==> config.mk <==
export PLATFORM = sky130hd
export DESIGN_NAME = mtsp_unpack_pixel
export DESIGN_NICKNAME = d
export VERILOG_FILES = /design/src/rtl/mtsp_unpack_pixel.sv
export SDC_FILE = /design/constraint.sdc
export NUM_CORES = 1
export LEC_CHECK = 0
export BUFFER_PORTS_ARGS = -buffer_cell sky130_fd_sc_hd__buf_4
export CAP_MARGIN = 20
export CORE_ASPECT_RATIO = 1.1
export CORE_MARGIN = 2
export CORE_UTILIZATION = 45
export CTS_CLUSTER_SIZE = 40
export DETAILED_ROUTE_END_ITERATION = 16
export PLACE_DENSITY = 0.65
export SYNTH_ARGS = -nofsm -noshare
export SYNTH_HDL_FRONTEND = slang
export SYNTH_SLANG_ARGS = --single-unit
==> constraint.sdc <==
create_clock -name CLK -period 5.81 [get_ports CLK]
set_clock_uncertainty 0.05 [all_clocks]
set_input_delay 0.581 -clock CLK [delete_from_list [all_inputs] [get_ports CLK]]
set_output_delay 0.581 -clock CLK [all_outputs]
set_load 0.05 [all_outputs]
==> src/rtl/mtsp_unpack_pixel.sv <==
// mtsp_unpack_pixel: multi-channel fixed-point to packed-pixel converter.
// Each beat carries CH signed channels. Stage 1 applies an optional half-up
// rounding offset and an arithmetic right shift. Stage 2 clamps each channel
// to an unsigned or signed OUT_W-bit range, packs the channels and flags any
// channel that was clamped. Both stages use valid/ready with full throughput.
module mtsp_unpack_pixel #(
    parameter int CH    = 4,
    parameter int IN_W  = 24,
    parameter int OUT_W = 8,
    parameter int CNT_W = 16
) (
    input  logic                  CLK,
    input  logic                  RST,
    input  logic                  IN_VALID,
    output logic                  IN_READY,
    input  logic [CH*IN_W-1:0]    IN_DATA,
    input  logic [4:0]            IN_FRAC,
    input  logic                  IN_ROUND,
    input  logic                  IN_SIGNED,
    output logic                  OUT_VALID,
    input  logic                  OUT_READY,
    output logic [CH*OUT_W-1:0]   OUT_DATA,
    output logic [CH-1:0]         OUT_SAT,
    output logic [CNT_W-1:0]      SAT_CNT,
    input  logic                  CNT_CLR
);

    // Largest meaningful shift; anything above it behaves like it.
    localparam logic [4:0]       FMAX    = 5'(IN_W - 1);
    localparam logic [CNT_W-1:0] CNT_MAX = '1;

    // Sign-extend to IN_W+1 bits, optionally add 2^(F-1), then shift right
    // arithmetically. The extra bit absorbs the rounding carry, so the
    // positive extreme cannot wrap negative.
    function automatic logic signed [IN_W:0] shift_round(
        input logic signed [IN_W-1:0] x,
        input logic [4:0]             frac,
        input logic                   rnd
    );
        logic signed [IN_W:0] v;
        logic signed [IN_W:0] one;
        logic [4:0]           f;
        f   = (frac > FMAX) ? FMAX : frac;
        v   = {x[IN_W-1], x};
        one = '0;
        one[0] = 1'b1;
        if (rnd && (f != 5'd0)) begin
            v = v + (one <<< (f - 5'd1));
        end
        return v >>> f;
    endfunction

    // Clamp one channel; returns {clamped_flag, OUT_W-bit result}.
    // Range tests look at the bits above the output field instead of
    // comparing against wide constants.
    function automatic logic [OUT_W:0] sat_chan(
        input logic signed [IN_W:0] r,
        input logic                 sgn
    );
        logic [IN_W-OUT_W+1:0] hi;
        hi = r[IN_W:OUT_W-1];
        if (!sgn) begin
            if (r[IN_W]) begin
                return {1'b1, {OUT_W{1'b0}}};
            end else if (|r[IN_W-1:OUT_W]) begin
                return {1'b1, {OUT_W{1'b1}}};
            end else begin
                return {1'b0, r[OUT_W-1:0]};
            end
        end else begin
            if ((&hi) || !(|hi)) begin
                return {1'b0, r[OUT_W-1:0]};
            end else if (r[IN_W]) begin
                return {1'b1, 1'b1, {(OUT_W-1){1'b0}}};
            end else begin
                return {1'b1, 1'b0, {(OUT_W-1){1'b1}}};
            end
        end
    endfunction

    logic                 vld_p1_q;
    logic                 sgn_p1_q;
    logic signed [IN_W:0] r_p1_q [CH];
    logic signed [IN_W:0] r_p1_d [CH];

    logic                 vld_p2_q;
    logic [CH*OUT_W-1:0]  data_p2_q;
    logic [CH*OUT_W-1:0]  data_p2_d;
    logic [CH-1:0]        sat_p2_q;
    logic [CH-1:0]        sat_p2_d;

    logic [CNT_W-1:0]     sat_cnt_q;
    logic [CNT_W-1:0]     sat_cnt_d;

    logic                 s2_load;
    logic                 s1_load;
    logic                 out_acc;

    // Handshake: a stage loads when its holding register is empty or drains.
    always_comb begin
        s2_load = !vld_p2_q || OUT_READY;
        s1_load = !vld_p1_q || s2_load;
        out_acc = vld_p2_q && OUT_READY;
    end

    assign IN_READY  = s1_load;
    assign OUT_VALID = vld_p2_q;
    assign OUT_DATA  = data_p2_q;
    assign OUT_SAT   = sat_p2_q;
    assign SAT_CNT   = sat_cnt_q;

    // ---- stage 0 -> 1: round and shift every input channel
    always_comb begin
        for (int i = 0; i < CH; i++) begin
            r_p1_d[i] = shift_round(IN_DATA[i*IN_W +: IN_W], IN_FRAC, IN_ROUND);
        end
    end

    // Stage 1 valid; a held beat is discarded by reset.
    always_ff @(posedge CLK) begin
        if (RST) begin
            vld_p1_q <= 1'b0;
        end else if (s1_load) begin
            vld_p1_q <= IN_VALID;
        end
    end

    // Stage 1 payload, captured together with the sign mode of the beat.
    always_ff @(posedge CLK) begin
        if (s1_load && IN_VALID) begin
            r_p1_q   <= r_p1_d;
            sgn_p1_q <= IN_SIGNED;
        end
    end

    // ---- stage 1 -> 2: clamp, pack and flag every channel
    always_comb begin
        logic [OUT_W:0] s;
        s         = '0;
        data_p2_d = '0;
        sat_p2_d  = '0;
        for (int i = 0; i < CH; i++) begin
            s = sat_chan(r_p1_q[i], sgn_p1_q);
            data_p2_d[i*OUT_W +: OUT_W] = s[OUT_W-1:0];
            sat_p2_d[i]                 = s[OUT_W];
        end
    end

    // Output register; held unchanged while the consumer stalls it.
    always_ff @(posedge CLK) begin
        if (RST) begin
            vld_p2_q  <= 1'b0;
            data_p2_q <= '0;
            sat_p2_q  <= '0;
        end else if (s2_load) begin
            vld_p2_q <= vld_p1_q;
            if (vld_p1_q) begin
                data_p2_q <= data_p2_d;
                sat_p2_q  <= sat_p2_d;
            end
        end
    end

    // Saturation event counter: clear wins, otherwise count and stick at max.
    always_comb begin
        sat_cnt_d = sat_cnt_q;
        if (CNT_CLR) begin
            sat_cnt_d = '0;
        end else if (out_acc && (|sat_p2_q) && (sat_cnt_q != CNT_MAX)) begin
            sat_cnt_d = sat_cnt_q + 1'b1;
        end
    end

    // Counter register.
    always_ff @(posedge CLK) begin
        if (RST) begin
            sat_cnt_q <= '0;
        end else begin
            sat_cnt_q <= sat_cnt_d;
        end
    end

endmodule

After elaboration in Yosys (flattened, before gate mapping)
Index checks and enable logic that the tools add are counted.
{ "totals": {"regBits": 155, "input_bits": 108, "out_inout_bits": 54, "elab_cells": 81} }
{ "classes": {"addsub": 6, "magnitude_cmp": 1, "eq_ne": 1, "shifts": 5, "n_mux": 25, "n_reduce_logical": 33} }
{ "op_table": {"columns": ["op", "n"], "rows": [
  ["$mux W9", 16],
  ["$add A24 B25 Y25", 4],
  ["$mux W25", 4],
  ["$sshr A25 B5 Y25", 4],
  ["$reduce_and A18 Y1", 4],
  ["$reduce_or A18 Y1", 4],
  ["$reduce_or A16 Y1", 4],
  ["$mux W8", 4],
  ["$sshl A2 B5 Y25 const A", 1],
  ["$add A16 B1 Y16 const B", 1],
  ["$ne A16 B16 Y1 const B", 1],
  ["$logic_not A1 Y1", 6],
  ["$logic_or A1 B1 Y1", 6],
  ["$gt A5 B5 Y1 const B", 1],
  ["$logic_and A1 B1 Y1", 5],
  ["$mux W5", 1],
  ["$reduce_bool A5 Y1", 1],
  ["$sub A5 B1 Y5 const B", 1],
  ["$reduce_or A4 Y1", 1],
  ["$reduce_and A2 Y1", 1],
  ["$reduce_or A2 Y1", 1]
]} }

Depth between registers and ports, before layout
{ "depth": {"word_depth": 7, "depth_mapped": 25, "depth_no_buf": 20} }

Worst setup path after synthesis
OpenSTA, ideal clock, no wires.
{ "synth_timing": {"path_type": "in2reg", "from": "input IN_FRAC[0]", "to": "register r_p1_q[52] in the netlist's numbering, data pin", "setup_ns": 0.254, "t_arrival_ns": 5.388, "required_ns": 5.506, "setup_slack_ns": 0.118, "cell_stages": 23, "path_buffers": 5, "path_cell_list": "inv_1 buf_2 buf_1 buf_2 buf_1 nand2_1 nor2_1 nand2_1 nor2_1 ha_1 buf_1 nand3_1 o31ai_1 o2111a_1 nor2_1 a211oi_1 nor2b_1 or2b_2 xor2_4 clkinv_1 o311ai_2 nand2_1 o21a_1"} }
{ "synth_lines": {"columns": ["item", "line", "source"], "rows": [
  ["start: declaration", "17", "input logic [4:0] IN_FRAC,"],
  ["end signal: assignment", "131", "r_p1_q <= r_p1_d;"],
  ["end: declaration", "83", "logic signed [IN_W:0] r_p1_q [CH];"]
]} }

==> out/metrics.yaml <==
drc: 0
crit_family: "compound AO/OA/AOI/OAI gates"
use_met3: 0.0800
crit_end: "r_p1_q[18]$_DFFE_PP_"
irDropWorstVdd_v: 0.000225
synth_edf_count: 101
cp_slowest_cell: "nor4_1"
final_hold_viol_count: 0
cts-root-buf: "clkbuf_16"
die_area_um2: 48500
cp-start-kind: "primary input"
critical_path_depth: 18
hold_buffers: 0
hpwl_um: 81000
antenna_found_initial: 3
drt_iter0_markers: 3083
syn-cell-area_um2: 21000
setup_viol: 0
via_count: 25500
grt_usage: 0.414
cts-resized-gates: 0
crit_chain: "buf_4, buf_4, buf_4, inv_1, nor4_1, buf_4, ha_1, a21oi_1, nor2b_1, o21ai_0, nand2b_1, o31ai_1, mux2i_1, a21oi_1, o21ai_0, a22o_1, a21oi_1, a21oi_1"
cts_inserted_buffers: 17
dr.pass1.iters: 6
startpoint: "IN_FRAC[2]"
area_growth_pct: 16.7
synth-seq-cells: 155
finalPower_uw: 4240
gr-max-usage-layer: "met2"
rr_worst_depth: 8
cap_violations: 0
multi_input_area_um2: 15700
p_per_area_nw_per_um2: 173
cts_tree: "done"
regToRegEndpoint: "SAT_CNT[7]$_SDFFE_PP0P_"
whs_ns: 0.292
cts_sinks: 155
period_needed_ns: 5.30
synthFlopType: "edfxtp_1"
ios: 162
nFillCells: 4563
synthArstFlopShare: 0
gp_congestion: 1.09
grt_overflow: 0
slew_violations: 0
rows: 83
post_cts_buffers: 0
syn_inst: 2875
initial_core_util: 0.453
tns_ns: 0
seq_area_um2: 4110
arrival_ns: 5.41
crit_required_ns: 5.92
grt_max_degree: 141
synth_warnings: 0
io_buffer_count: 161
wirelength_um: 103000
clkTransAtPathRegs_ns: 0.07
crit_type: "primary input to register"
htree_levels: 4
grt_util_met1: 0.535
postRouteAntennaNets: 0
grtUsageMet2: 0.640
fin_nets: 3225
status: "finished clean"
clockBufferDepth: 2
maxClockFrequency_mhz: 189
wl_per_cell_um: 28.1
worstReg2RegStart: "SAT_CNT[7]$_SDFFE_PP0P_"
worst_pin_slew_ns: 0.957
worst-path-buf-inv: 5
final.period_utilization: 0.913
reg2reg_slack_ns: 3.23
cp-end-kind: "register"
synth_cell_types: 130
die_w_um: 210
syn_area_per_cell_um2: 7.31
drive_gt1_frac: 0.191
worst_path_largest_cell_delay_ns: 0.62
first_global_vias: 23500
p_leak_uw: 0.00968
insertion_delay_ns: 0.42
relSlewSlack: 0.360
crit_fanout: 26
hold_path_class: "primary input to register"
ys_seq_area_frac: 0.196
die_h_um: 231
grt_pass1_wl_um: 151000
rsz0062_at_grt: "false"
vias_per_cell: 6.92
core_um2: 46400
-- kinds of logic after synthesis --
| family | after synthesis | synth area share |
|---|---|---|
| buffers and inverters | 292 | 0.0602 |
| flip-flops | 155 | 0.196 |
| multiplexers | 125 | 0.0623 |
| adder cells (fa/ha/maj) | 49 | 0.0287 |
| AND/OR/NAND/NOR | 1124 | 0.271 |
| AO/OA/AOI/OAI | 1037 | 0.342 |
| other | 1 | 0.000178 |
| XOR/XNOR | 92 | 0.0392 |
-- state kept, by name, indices dropped and copies added, names as in the netlist --
| signal | flops |
|---|---|
| OUT_DATA | 32 |
| r_p1_q | 100 |
| OUT_VALID | 1 |
| sgn_p1_q | 1 |
| vld_p1_q | 1 |
| SAT_CNT | 16 |
| OUT_SAT | 4 |
-- per-layer routing --
layer  vias to the layer above  routed length, µm
met1                     12100              40900
met5                         -                 13
li1                      11500                  -
met4                         2               7070
met3                       319              10800
met2                      1621              44700
-- power by group --
part           internal (µW)  total (µW)  switching, µW
clock network            626        1060            438
registers               1300        1350           53.0
logic                    632        1820           1190
-- cell usage after synthesis (all sizes together) (41+ instances only) --
library cell,count,area share
nor2,295,0.054
nand2,282,0.050
a21oi,227,0.055
o21ai,215,0.052
clkbuf,160,0.029
edfxtp,101,0.14
nor3,101,0.025
mux2i,94,0.045
buf,92,0.025
nand3,89,0.021
a211oi,69,0.026
xnor2,55,0.023
dfxtp,54,0.051
nor4,50,0.015
o211ai,46,0.017
ha,45,0.027
a21o,44,0.016
and3,44,0.013
a31oi,41,0.012
-- worst min path at each step --
stage,slack [ns],endpoint,cells past startpoint,startpoint
after CTS,0.28,sgn_p1_q$_DFFE_PP_,1,IN_SIGNED
after global placement,0.41,OUT_SAT[0]$_SDFFE_PP0P_,2,OUT_SAT[0]$_SDFFE_PP0P_
final,0.29,sgn_p1_q$_DFFE_PP_,1,IN_SIGNED
after detailed placement,0.42,OUT_SAT[0]$_SDFFE_PP0P_,2,OUT_SAT[0]$_SDFFE_PP0P_
after global routing,0.29,sgn_p1_q$_DFFE_PP_,1,IN_SIGNED
after floorplan,0.45,OUT_VALID$_SDFFE_PP0P_,2,vld_p1_q$_SDFFE_PP0N_
-- final cells by class --
class | count | area share
diodes | 1 | 0.000102
repair buffers | 427 | 0.132
well taps | 595 | 0.0303
flip-flops and latches | 155 | 0.168
multi-input cells | 2431 | 0.641
clock buffers | 25 | 0.0212
clock inverters | 7 | 0.00204
inverters | 40 | 0.00612
-- placed cells by master, fill, tap and decap left out, types with 15 or more instances in the layout --
cell / instances
or2_2: 16
mux2i_1: 94
nor3_1: 98
a22oi_1: 23
o21a_1: 28
a221oi_1: 17
nor4_1: 49
nand2_1: 278
a21oi_1: 223
inv_1: 36
nand4_1: 39
o31ai_1: 24
o211ai_1: 45
o2111ai_1: 15
and2_1: 27
a31oi_1: 41
a211oi_1: 65
nand3_1: 89
mux2_2: 28
buf_4: 424
o221ai_1: 30
nand2b_1: 25
or3_1: 30
and3_1: 44
o22ai_1: 29
ha_1: 45
a311oi_1: 17
edfxtp_1: 101
xor2_1: 36
a21o_1: 44
xnor2_1: 55
dfxtp_1: 54
nand3b_1: 16
o21ai_1: 21
nor2_1: 288
clkbuf_16: 19
o21ai_0: 191
-- stage by stage --
stage	setup slack (ns)	utilization	std cells	area [µm²]
global placement	0.294	0.516	3646	23900
detailed placement	0.260	0.516	3648	24000
CTS	0.688	0.528	3680	24500
floorplan	0.118	-	2878	21000
global route	0.171	0.528	3680	24500
finish	0.508	0.528	3681	24500
-- worst reg2reg max path: stages (launching register included) --
cell	delay, ns
dfxtp_1	0.39
and3_1	0.21
and3_1	0.24
nand2_1	0.10
o31ai_1	0.73
nor2_1	0.25
nand2_1	0.27
xor2_1	0.17
nor2_1	0.05
Power figures use the tool's default switching activity.
